<file path="src/rtl/dmem_port_arbiter.sv">
// Shares one data-memory instance between the CPU MEM stage and a DMA/debug loader.
// Round-robin arbitration by default; define DMEM_ARB_CPU_PRIO_EN for fixed CPU priority.
`timescale 1ns/1ps
module dmem_port_arbiter #(
  parameter int MEM_LAT = 3,
  parameter int DATA_W  = 32
) (
  input  logic              clk,
  input  logic              reset,
  input  logic              cpu_req,
  input  logic              cpu_we,
  input  logic [DATA_W-1:0] cpu_addr,
  input  logic [DATA_W-1:0] cpu_wdata,
  output logic [DATA_W-1:0] cpu_rdata,
  output logic              cpu_ack,
  output logic              cpu_stall,
  input  logic              dma_req,
  input  logic              dma_we,
  input  logic [DATA_W-1:0] dma_addr,
  input  logic [DATA_W-1:0] dma_wdata,
  output logic [DATA_W-1:0] dma_rdata,
  output logic              dma_ack,
  output logic              mem_write,
  output logic [DATA_W-1:0] mem_address,
  output logic [DATA_W-1:0] mem_write_data,
  input  logic [DATA_W-1:0] mem_read_data,
  output logic              grant_dma
);

  typedef enum logic [1:0] {IDLE, BUSY, DONE} state_t;

  localparam logic [3:0] CNT_INIT = 4'(MEM_LAT - 1);

  state_t            state, state_nxt;
  logic [3:0]        cnt;
  logic              owner_dma;
  logic              last_grant_dma;
  logic              lat_we;
  logic [DATA_W-1:0] lat_addr;
  logic [DATA_W-1:0] lat_wdata;
  logic              pick_any;
  logic              pick_dma;

  always_comb begin
    pick_any = cpu_req | dma_req;
`ifdef DMEM_ARB_CPU_PRIO_EN
    pick_dma = dma_req & ~cpu_req;
`else
    // On a tie the port that was not served last wins.
    pick_dma = dma_req & (~cpu_req | ~last_grant_dma);
`endif
    state_nxt = state;
    case (state)
      IDLE:    if (pick_any) state_nxt = BUSY;
      BUSY:    if (cnt == 4'd0) state_nxt = DONE;
      DONE:    state_nxt = IDLE;
      default: state_nxt = IDLE;
    endcase
  end

  always_comb begin
    mem_write      = (state == BUSY) && (cnt == 4'd0) && lat_we;
    mem_address    = (state == BUSY) ? lat_addr  : '0;
    mem_write_data = (state == BUSY) ? lat_wdata : '0;
    cpu_ack        = (state == DONE) && !owner_dma;
    dma_ack        = (state == DONE) && owner_dma;
    cpu_stall      = cpu_req & ~cpu_ack;
    grant_dma      = owner_dma;
  end

  always_ff @(posedge clk or negedge reset) begin
    if (!reset) begin
      state          <= IDLE;
      cnt            <= 4'd0;
      owner_dma      <= 1'b0;
      last_grant_dma <= 1'b1;
      lat_we         <= 1'b0;
      lat_addr       <= '0;
      lat_wdata      <= '0;
      cpu_rdata      <= '0;
      dma_rdata      <= '0;
    end else begin
      state <= state_nxt;
      case (state)
        IDLE: begin
          if (pick_any) begin
            owner_dma <= pick_dma;
            lat_we    <= pick_dma ? dma_we    : cpu_we;
            lat_addr  <= pick_dma ? dma_addr  : cpu_addr;
            lat_wdata <= pick_dma ? dma_wdata : cpu_wdata;
            cnt       <= CNT_INIT;
          end
        end
        BUSY: begin
          if (cnt != 4'd0) begin
            cnt <= cnt - 4'd1;
          end else if (!lat_we) begin
            // Stores leave the owner's read data untouched.
            if (owner_dma) dma_rdata <= mem_read_data;
            else           cpu_rdata <= mem_read_data;
          end
        end
        DONE: last_grant_dma <= owner_dma;
        default: ;
      endcase
    end
  end

endmodule

</file>
<file path="config.mk">
export PLATFORM = sky130hd
export DESIGN_NAME = dmem_port_arbiter
export DESIGN_NICKNAME = d
export VERILOG_FILES = /design/src/rtl/dmem_port_arbiter.sv
export SDC_FILE = /design/constraint.sdc
export NUM_CORES = 1
export LEC_CHECK = 0
export BUFFER_PORTS_ARGS = -buffer_cell sky130_fd_sc_hd__buf_2
export CAP_MARGIN = 20
export CELL_PAD_IN_SITES_DETAIL_PLACEMENT = 2
export CELL_PAD_IN_SITES_GLOBAL_PLACEMENT = 2
export CORE_ASPECT_RATIO = 0.6
export CORE_MARGIN = 2
export CORE_UTILIZATION = 31
export CTS_CLUSTER_DIAMETER = 200
export DETAILED_ROUTE_END_ITERATION = 16
export PLACE_DENSITY = 0.95
export SYNTH_ARGS = -nofsm -noshare
export SYNTH_HDL_FRONTEND = slang
export SYNTH_SLANG_ARGS = --single-unit
</file>
<file path="constraint.sdc">
create_clock -name clk -period 4.3 [get_ports clk]
set_input_delay 0.43 -clock clk [delete_from_list [all_inputs] [get_ports clk]]
set_output_delay 0.43 -clock clk [all_outputs]
set_load 0.01 [all_outputs]
</file>
==> impl_results.md <==
* Hpwl dp at 18340 um
* Setup bufs post-CTS at 0
* Setup_tns at 0 ns
* Core box area at 20880 sq um
* Crit start category: flop
* Peak VDD IR at 286.5 uV
* Max Cap Viol at 0
* Setup CP Type: reg2out
* Net Sw Frac at 39.27%
* Nets at 1000
* Via density at 5.301
* Placed cell areas at 8292 sq um
* Final Max Tran Viols at 0
* Initial DRC count at 206
* Synthesis-to-layout area growth at 34.60%
* Clock Latency Late Sink at 0.42 ns
* Syn Std Cell Area at 6560 sq um
* Post-cts resize count at 0
* Number of distinct library cells after synthesis at 34
* Critical path cell sequence: buf_4 -> nor2b_4 -> buf_4 -> and2_1 -> buf_2
* Initial antenna violation count at 3
* DIE AREA at 22380 sq um
* Post-layout minimum cycle time at 3.128 ns
* Finished layout cell area at 8830 sq um
* Via count at 5958
* Row cnt at 41
* Crit path required time at 3.87 ns
* CP endpoint kind: primary output
* Worst Path Buf+Inv at 3
* Max-Slew Margin vs Limit at 26.67%
* CTS tree: built
* Clk root buf: clkbuf_16
* P_int at 4.327 mW
* Leak Pwr at 4.325 nW
* Seq/Total Area, Yosys at 52.28%
* Non-filler cells, final at 1124
* Cells after Synth at 560
* RSZ-0062 raised after global routing: false
* Mapped Avg Cell Area at 11.71 sq um
* Chip width at 191.8 um
* Routed WL per cell at 23.06 um
* Clock group share of total power at 18.6%
* Clk buf depth at 2
* Final period util at 72.73%
* DP Worst Slack at 1.379 ns
* Synth top area cells: dfrtp_1, a2111oi_0, a2bb2oi_1, mux2_4, and2_1
* Fillers at 2235
* Global-route wire length before repair at 38640 um
* Post-synth top area share at 51.88%
* Final setup violation count at 0
* Critical-path top delay cell: nor2b_4
* WP data arrival at 2.70 ns
* P per Cell Area at 806.9 nW/um^2
* Syn Nets at 728
* Total congestion overflow at 0
* Final Wtd Congestion at 0.8196
* Initial Util at 31.42%
* Fmax achieved at 319.7 MHz
* Final WS setup at 1.172 ns
* H-tree levels at 4
* Largest stage delay, worst path at 0.60 ns
* Synth area leader: dfrtp_1
* Chip Height at 116.7 um
* Yosys warnings at 0
* Gate power share at 48.1%
* CTS Buf Count at 17
* Top delay family on crit path: buffers and inverters
* Largest net degree at the start of global routing at 104
* Clock Skews at 0.008308 ns
* Clock sinks at 137
* Initial DRT Pass Iterations at 6
* Routed WL at 25920 um
* NetSw at 2.798 mW
* Final-report hold violation count at 0
* Slew of the pin with the lowest slew margin at 1.100 ns
* Status: complete, no violations
* Tightest Hold Check Type: in2async
* Number of port buffers at 298
* Tot GR Track Use at 22.97%
* Top Ports at 299
* ANT nets after route at 0
* Drt drc at 0
* Layout cells sized above 1 at 48.93%
* DP Cell Count at 1091
* Most common cell on crit path: buf_4
* Critical Path Fanout Max at 71
* Number of global-route vias before repair at 6468
* Sequential Power Share at 33.3%
* Hold-fix buffers, CTS at 0
* Worst-path clk slew at 0.06 ns
* Seq cells post-synth at 137
## state kept, by name, summed over array words and instances, names as in the netlist
name / count
cnt: 4
state: 2
lat_wdata: 32
lat_we: 1
cpu_rdata: 32
lat_addr: 32
dma_rdata: 32
grant_dma: 1
last_grant_dma: 1
## Yosys cell counts, drive strengths merged
library cell	n
a21bo	1
dfrtp	136
a21oi	1
o31a	1
nand2	66
nor3b	1
nor2b	3
ha	2
o21ai	3
or2	1
a2111oi	65
a2bb2oi	65
a21o	1
and2	64
nor4	1
nand3	3
clkbuf	48
mux2i	1
nand2b	2
mux2	64
or3b	1
or4	2
inv	4
dfstp	1
buf	10
nor3	3
o211ai	1
o31ai	1
and3	1
nor2	6
a21boi	1
## area by class of cell
type                    instances  area [sq um]  share of cell area (%)
flip-flops and latches        137          3432                   38.87
multi-input cells             361          2908                   32.93
repair buffers                311          1608                   18.21
clock buffers                  22         464.2                   5.257
well taps                     279         349.1                   3.954
clock inverters                 9         51.30                  0.5810
inverters                       4         15.01                  0.1700
diodes                          1         2.502                 0.02834
## power by group through the flow
| stage | Clock, mW | Sequential, mW | Combinational (mW) |
|---|---|---|---|
| 4_1_cts | 1.36 | 2.38 | 3.46 |
| 3_3_place_gp | 0 | 2.31 | 3.25 |
| 6_report | 1.32 | 2.37 | 3.43 |
| 2_1_floorplan | 0 | 2.38 | 1.91 |
| 3_5_place_dp | 0 | 2.37 | 3.44 |
| 5_1_grt | 1.41 | 2.44 | 3.70 |
## layout by cell type (no fill, tap or decap), drive strengths merged, types with 2 or more instances in the layout
master,instances
a2111oi,65
a2bb2oi,65
and2,64
buf,311
clkbuf,22
clkinv,8
dfrtp,136
ha,2
inv,4
mux2,64
nand2,66
nand2b,2
nand3,3
nor2,6
nor2b,3
nor3,3
o21ai,3
or4,2
## kinds of logic after synthesis
kind of cell / synth area share, %
mux: 12.86
compound gates: 18.41
buf+inv: 4.024
flops: 52.28
fa+ha+maj: 0.3814
simple gates: 12.05
## final timing paths
check                                  end  slack [ns]  depth (start not counted)     startpoint
max reg2reg                  dma_rdata[16]        1.38                          5         cnt[0]
max                        mem_address[18]        1.17                          5       state[0]
min in group clk             lat_wdata[24]        0.24                          3  cpu_wdata[24]
min                           lat_wdata[8]        0.11                          1          reset
min reg2reg                  cpu_rdata[10]        0.49                          1  cpu_rdata[10]
max in group asynchronous      lat_addr[3]        3.06                          2          reset
## stage by stage
| stage | util (%) | total power [mW] | hold WS, ns |
|---|---|---|---|
| floorplan | - | 4.293 | 0.1344 |
| global placement | 39.71 | 5.564 | 0.4662 |
| detailed placement | 39.71 | 5.807 | 0.4885 |
| CTS | 42.18 | 7.196 | 0.1662 |
| global route | 42.28 | 7.556 | 0.1681 |
| finish | 42.29 | 7.124 | 0.1062 |
## routing by layer
layer,vias to the layer above,global-route usage (%),wire length [um]
met5,-,0,27
met4,4,6.974,458
met3,36,7.632,1945
met2,236,38.58,12660
met1,3056,28.28,10820
li1,2626,-,-
Note: power is estimated with default switching activity, not from simulation.
